## config.mk

```make
export PLATFORM = sky130hd
export DESIGN_NAME = frame_sequencer
export DESIGN_NICKNAME = d
export VERILOG_FILES = /design/src/rtl/frame_seq_pkg.sv /design/src/rtl/frame_rate_timer.sv /design/src/rtl/frame_sequencer.sv
export SDC_FILE = /design/constraint.sdc
export NUM_CORES = 1
export LEC_CHECK = 0
export ABC_AREA = 1
export ABC_CLOCK_PERIOD_IN_PS = 4700
export CORE_ASPECT_RATIO = 1.2
export CORE_UTILIZATION = 51
export DETAILED_ROUTE_END_ITERATION = 12
export PLACE_DENSITY = 0.87
export SYNTH_ARGS = -nofsm -noshare
export SYNTH_HDL_FRONTEND = slang
export SYNTH_SLANG_ARGS = --single-unit
```

## constraint.sdc

```tcl
create_clock -name pclk -period 4.7 [get_ports pclk]
set_input_delay 0.94 -clock pclk [delete_from_list [all_inputs] [get_ports pclk]]
set_output_delay 0.94 -clock pclk [all_outputs]
set_load 0.1 [all_outputs]
```

## src/rtl/frame_seq_pkg.sv

```systemverilog
// Shared types for the frame sequencer: playback mode and speed codes,
// controller state encoding and ping-pong direction values.
package frame_seq_pkg;

    typedef enum logic [1:0] {
        MODE_LOOP_FWD  = 2'b00,
        MODE_LOOP_REV  = 2'b01,
        MODE_PING_PONG = 2'b10,
        MODE_ONE_SHOT  = 2'b11
    } mode_e;

    typedef enum logic [1:0] {
        SPEED_1X      = 2'b00,
        SPEED_2X      = 2'b01,
        SPEED_HALF    = 2'b10,
        SPEED_QUARTER = 2'b11
    } speed_e;

    typedef enum logic [1:0] {
        S_PAUSE = 2'b00,
        S_PLAY  = 2'b01,
        S_DONE  = 2'b10
    } state_e;

    localparam logic DIR_FWD = 1'b0;
    localparam logic DIR_REV = 1'b1;

endpackage

```

## src/rtl/frame_rate_timer.sv

```systemverilog
// Frame-rate timer: counts pclk cycles while enabled and pulses o_expire when
// the speed-selected limit is reached; holds its count while disabled.
module frame_rate_timer
    import frame_seq_pkg::*;
#(
    parameter int CLK_HZ = 50_000_000,
    parameter int FPS    = 12
) (
    input  logic       clk,
    input  logic       rst_n,
    input  logic       i_en,
    input  logic [1:0] i_speed,
    output logic       o_expire
);

    localparam int PERIOD = CLK_HZ / FPS;
    localparam int HALF   = (PERIOD / 2 > 0) ? PERIOD / 2 : 1;
    localparam int TW     = $clog2(4 * PERIOD);

    logic [TW-1:0] r_timer;
    logic [TW-1:0] w_last;

    always_comb begin
        // NOTE: default before the case so no path leaves w_last unassigned (no latch).
        w_last = TW'(PERIOD - 1);
        case (speed_e'(i_speed))
            SPEED_1X:      w_last = TW'(PERIOD - 1);
            SPEED_2X:      w_last = TW'(HALF - 1);
            SPEED_HALF:    w_last = TW'(2 * PERIOD - 1);
            SPEED_QUARTER: w_last = TW'(4 * PERIOD - 1);
        endcase
    end

    // A >= compare lets a speed change to a shorter limit expire at once.
    assign o_expire = i_en && (r_timer >= w_last);

    always_ff @(posedge clk or negedge rst_n) begin
        if (!rst_n) begin
            r_timer <= '0;
        end else if (o_expire) begin
            r_timer <= '0;
        end else if (i_en) begin
            r_timer <= r_timer + 1'b1;
        end
    end

endmodule

```

## src/rtl/frame_sequencer.sv

```systemverilog
// Frame-sequencing controller: play/pause/step FSM, mode-dependent next frame,
// tear-free commit on the ven falling edge. FRAME_SEQ_PIXREG_EN registers rdata.
module frame_sequencer
    import frame_seq_pkg::*;
#(
    parameter int NUM_FRAMES = 10,
    parameter int DW         = 12,
    parameter int CLK_HZ     = 50_000_000,
    parameter int FPS        = 12,
    parameter int IDX_W      = $clog2(NUM_FRAMES)
) (
    input  logic                     pclk,
    input  logic                     rstn,
    input  logic                     play,
    input  logic                     step,
    input  logic [1:0]               mode,
    input  logic [1:0]               speed,
    input  logic                     ven,
    input  logic [NUM_FRAMES*DW-1:0] frame_data,
    output logic [DW-1:0]            rdata,
    output logic [IDX_W-1:0]         frame_idx,
    output logic                     frame_tick,
    output logic                     done
);

    localparam logic [IDX_W-1:0] LAST_IDX = IDX_W'(NUM_FRAMES - 1);

    state_e           r_state;
    logic [IDX_W-1:0] r_frame_idx;
    logic             r_tick;
    logic             r_done;
    logic             r_pending;
    logic             r_dir;
    logic             r_play_q;
    logic             r_step_q;
    logic             r_ven_q;
    logic [1:0]       r_mode_q;

    mode_e            w_mode;
    logic             w_expire;
    logic             w_timer_en;
    logic             w_play_rise;
    logic             w_step_rise;
    logic             w_commit;
    logic             w_set_pending;
    logic             w_pp_enter;
    logic             w_dir_eff;
    logic             w_next_dir;
    logic [IDX_W-1:0] w_next;
    logic [DW-1:0]    w_pix;

    assign w_mode        = mode_e'(mode);
    assign w_timer_en    = (r_state == S_PLAY);
    assign w_play_rise   = play && !r_play_q;
    assign w_step_rise   = step && !r_step_q;
    assign w_commit      = r_pending && r_ven_q && !ven;
    assign w_set_pending = (r_state == S_PLAY && w_expire) ||
                           (r_state == S_PAUSE && w_step_rise);
    assign w_pp_enter    = (w_mode == MODE_PING_PONG) && (r_mode_q != MODE_PING_PONG);
    assign w_dir_eff     = w_pp_enter ? DIR_FWD : r_dir;

    frame_rate_timer #(
        .CLK_HZ (CLK_HZ),
        .FPS    (FPS)
    ) u_timer (
        .clk      (pclk),
        .rst_n    (rstn),
        .i_en     (w_timer_en),
        .i_speed  (speed),
        .o_expire (w_expire)
    );

    always_comb begin
        w_next     = r_frame_idx;
        w_next_dir = w_dir_eff;
        case (w_mode)
            MODE_LOOP_FWD: w_next = (r_frame_idx == LAST_IDX) ? '0 : r_frame_idx + 1'b1;
            MODE_LOOP_REV: w_next = (r_frame_idx == '0) ? LAST_IDX : r_frame_idx - 1'b1;
            MODE_PING_PONG: begin
                // Turning at an end frame moves straight to its neighbour, so ends never repeat.
                if (w_dir_eff == DIR_FWD) begin
                    if (r_frame_idx == LAST_IDX) begin
                        w_next     = r_frame_idx - 1'b1;
                        w_next_dir = DIR_REV;
                    end else begin
                        w_next = r_frame_idx + 1'b1;
                    end
                end else begin
                    if (r_frame_idx == '0) begin
                        w_next     = r_frame_idx + 1'b1;
                        w_next_dir = DIR_FWD;
                    end else begin
                        w_next = r_frame_idx - 1'b1;
                    end
                end
            end
            MODE_ONE_SHOT: if (r_frame_idx != LAST_IDX) w_next = r_frame_idx + 1'b1;
        endcase
    end

    // NOTE: every register here uses <= so all updates see pre-edge values.
    always_ff @(posedge pclk or negedge rstn) begin
        if (!rstn) begin
            r_state     <= S_PAUSE;
            r_frame_idx <= '0;
            r_tick      <= 1'b0;
            r_done      <= 1'b0;
            r_pending   <= 1'b0;
            r_dir       <= DIR_FWD;
            r_play_q    <= 1'b0;
            r_step_q    <= 1'b0;
            r_ven_q     <= 1'b0;
            r_mode_q    <= MODE_LOOP_FWD;
        end else begin
            r_play_q <= play;
            r_step_q <= step;
            r_ven_q  <= ven;
            r_mode_q <= mode;
            r_tick   <= 1'b0;

            if (w_pp_enter) r_dir <= DIR_FWD;

            if (w_commit) begin
                r_frame_idx <= w_next;
                r_tick      <= (w_next != r_frame_idx);
                if (w_mode == MODE_PING_PONG) r_dir <= w_next_dir;
            end

            // A new request in the commit cycle survives as the next pending advance.
            if (w_set_pending)  r_pending <= 1'b1;
            else if (w_commit)  r_pending <= 1'b0;

            case (r_state)
                S_PAUSE: if (play) r_state <= S_PLAY;
                S_PLAY: begin
                    if (!play) begin
                        r_state <= S_PAUSE;
                    end else if (w_commit && w_mode == MODE_ONE_SHOT && w_next == LAST_IDX) begin
                        r_state   <= S_DONE;
                        r_done    <= 1'b1;
                        r_pending <= 1'b0;
                    end
                end
                S_DONE: begin
                    if (w_play_rise) begin
                        r_state     <= S_PLAY;
                        r_done      <= 1'b0;
                        r_frame_idx <= '0;
                        r_tick      <= (r_frame_idx != '0);
                        r_pending   <= 1'b0;
                    end else if (w_mode != MODE_ONE_SHOT) begin
                        r_state <= S_PAUSE;
                        r_done  <= 1'b0;
                    end
                end
                default: r_state <= S_PAUSE;
            endcase
        end
    end

    // Out-of-range indices fall through to frame 0.
    always_comb begin
        w_pix = frame_data[DW-1:0];
        for (int k = 1; k < NUM_FRAMES; k++) begin
            if (r_frame_idx == IDX_W'(k)) w_pix = frame_data[k*DW +: DW];
        end
    end

`ifdef FRAME_SEQ_PIXREG_EN
    logic [DW-1:0] r_rdata;

    always_ff @(posedge pclk or negedge rstn) begin
        if (!rstn) r_rdata <= '0;
        else       r_rdata <= w_pix;
    end

    assign rdata = r_rdata;
`else
    assign rdata = w_pix;
`endif

    assign frame_idx  = r_frame_idx;
    assign frame_tick = r_tick;
    assign done       = r_done;

endmodule

```

==> impl_results.md <==
* DR iter-0 viols at 282
* Die Height at 105.3 um
* Core area at 8611 um^2
* Setup TNS at 0 ps
* Final wirelength at 14.27 mm
* Clock sink count at 39
* Worst-Skew Late Latency at 290 ps
* Fill cell count at 756
* Post-CTS Setup Bufs at 0
* Seq/Total Area, Yosys at 0.2154
* Detailed placement HPWL at 11.54 mm
* Site row count at 37
* CTS tree: done
* Setup Skew at 11.89 ps
* Drt pass-1 iters at 8
* Synth top area cells: nand2_1 23%, dfrtp_1 22%, ha_1 9.1%
* Area leader, netlist: nand2_1
* Flops & latches, synth at 39
* Routability cong. at 0.8895
* Distinct cells, synth at 38
* Syn-to-layout area delta at 34.04%
* Ys Warns at 0
* Crit path max fanout at 13
* Clk slew on worst S/H paths at 70 ps
* Pwr Density at 667.2 nW/um^2
* Post-cts resize count at 0
* Arrival @ worst endpoint at 2970 ps
* Per-cell routed wire length at 14.06 um
* GRT Overall Usage at 0.3082
* H-tree depth at 2
* Vias at 5226
* Worst setup path category: flop to output pin
* Fin crit share at 0.8312
* Reg area at 975.9 um^2
* IO buf count at 146
* Synth top cells by count: 275 x nand2_1, 99 x nor2_1, 93 x inv_1
* Hold_buf cts at 0
* Antenna violations before repair at 1
* Initial core utilization at 0.5263
* Multi-input gate area at 3042 um^2
* Normalized max-slew margin at 0.3368
* Buffers from clock root to sink, at most at 2
* Largest net degree at the start of global routing at 40
* Share of cells above drive strength 1 at 0.07469
* NumNets Final at 1058
* Maximum vdd drop at 581.3 uV
* Number of synthesized flops with an enable pin at 0
* Gr ovfl total at 0
* Final hold vios at 0
* Crit path capture type: output pin
* Root buffer cell: clkbuf_8
* Mean number of vias per cell at 5.149
* Syn nets at 926
* Die X at 88.05 um
* Final Setup Violations at 0
* Most frequent cell after synthesis: nand2_1
* Max Cap Viol at 0
* Status: finished clean
* Post-Layout Cell Count at 1015
* RSZ-0062 raised after global routing: false
* Leakage Power at 3.069 nW
* Die area at 9268 um^2
* Pwr Total at 4.053 mW
* Startpoint Class: flop
* Average size of a mapped cell at 5.932 um^2
* Dominant synthesized flop cell: dfrtp_1
* Vias in the first global route at 4980
* Worst Tran Pin Value at 991.7 ps
* Cell count after synthesis at 764
* CTS buffer count at 5
* DP Cell Count at 1006
* Residual antenna-violating net count after detailed routing at 0
* Min Clock Period, post-route at 3907 ps
* Final core utilization at 0.7055
* First-pass GRT wire length at 22.60 mm
* Ports at 147
* HP Class: flop to flop
* Fin. max-slew vios at 0
* Crit path required time at 3760 ps
* Top-area cell type share of the netlist area at 0.2278
* Asr flop ratio synth at 1.000
* DR DRC count at 0
* Mapped cell area at 4532 um^2
* FMAX at 0.2560 GHz
==> routing by layer <==
layer,up-vias,wire length [um],global-route usage
met5,-,0,0
met4,0,408,0.1233
met3,34,1188,0.06891
met2,173,7108,0.5526
met1,2369,5567,0.3460
li1,2650,-,-
==> cell type report <==
cell class,instances,share of cell area
multi-input combinational,600,0.5007
timing repair buffer,147,0.2360
sequential,39,0.1607
inverter,103,0.06406
tap,117,0.02410
clock buffer,6,0.01195
clock inverter,2,0.002060
antenna,1,0.0004119
==> kinds of logic (layout without fill, tap and decap cells) <==
family | Yosys count | in the layout | share of synthesized area
xor+xnor | 14 | 14 | 0.02706
simple gates | 495 | 495 | 0.4771
other cells | 0 | 1 | 0
buf+inv | 125 | 258 | 0.1135
fa+ha+maj | 33 | 33 | 0.09111
compound gates | 58 | 58 | 0.07592
flops | 39 | 39 | 0.2154
==> sequential cells by signal (all words and copies together), names as in the netlist, 2 cells and up <==
register	count
r_state	2
u_timer.r_timer	24
frame_idx	4
r_mode_q	2
==> report_power, final <==
part / internal, mW / switching, mW
Sequential: 0.425 / 0.152
Clock: 0.104 / 0.113
Combinational: 0.869 / 2.39
==> stage by stage <==
step                      cell area, um^2  hold slack (ps)  setup slack (ps)
after global routing                 6075            532.5             506.9
after global placement               5987            461.8              1081
final                                6075            510.7             793.4
after CTS                            6072            510.8             824.7
after detailed placement             5987            483.7             879.7
after floorplan                      4532            489.1             1.459
==> final timing paths <==
kind | cells past startpoint | slack [ps] | to | from
min in group asynchronous | 1 | 770 | r_mode_q[0] | rstn
max in group asynchronous | 1 | 3380 | r_step_q | rstn
max reg2reg | 16 | 2050 | frame_tick | frame_idx[1]
min | 2 | 510 | done | done
min reg2reg | 2 | 510 | done | done
max | 14 | 790 | rdata[5] | frame_idx[0]
==> cells in the final DEF, fill, tap and decap left out, types with 9 or more instances in the layout <==
cell type        count
clkdlybuf4s50_1    133
o21ai_0             18
o211ai_1            17
nor2_1              99
xor2_1              10
nand2_1            275
dfrtp_1             39
inv_1               93
nand2_2              9
inv_2                9
ha_1                33
nand3_1             58
a21oi_1             17
buf_4               13
nor3_1               9
==> worst max-delay path, cell delays in order, from the launching register on <==
cell	delay (ps)
dfrtp_1	500
inv_1	220
ha_1	320
inv_1	110
nor2_2	410
inv_1	300
nand3_1	160
nand2_1	70
nand2_1	70
nand2_1	60
nand2_1	50
nand2_1	70
nand2_1	60
nand2_1	50
buf_4	230
(Power assumes the default switching activity.)
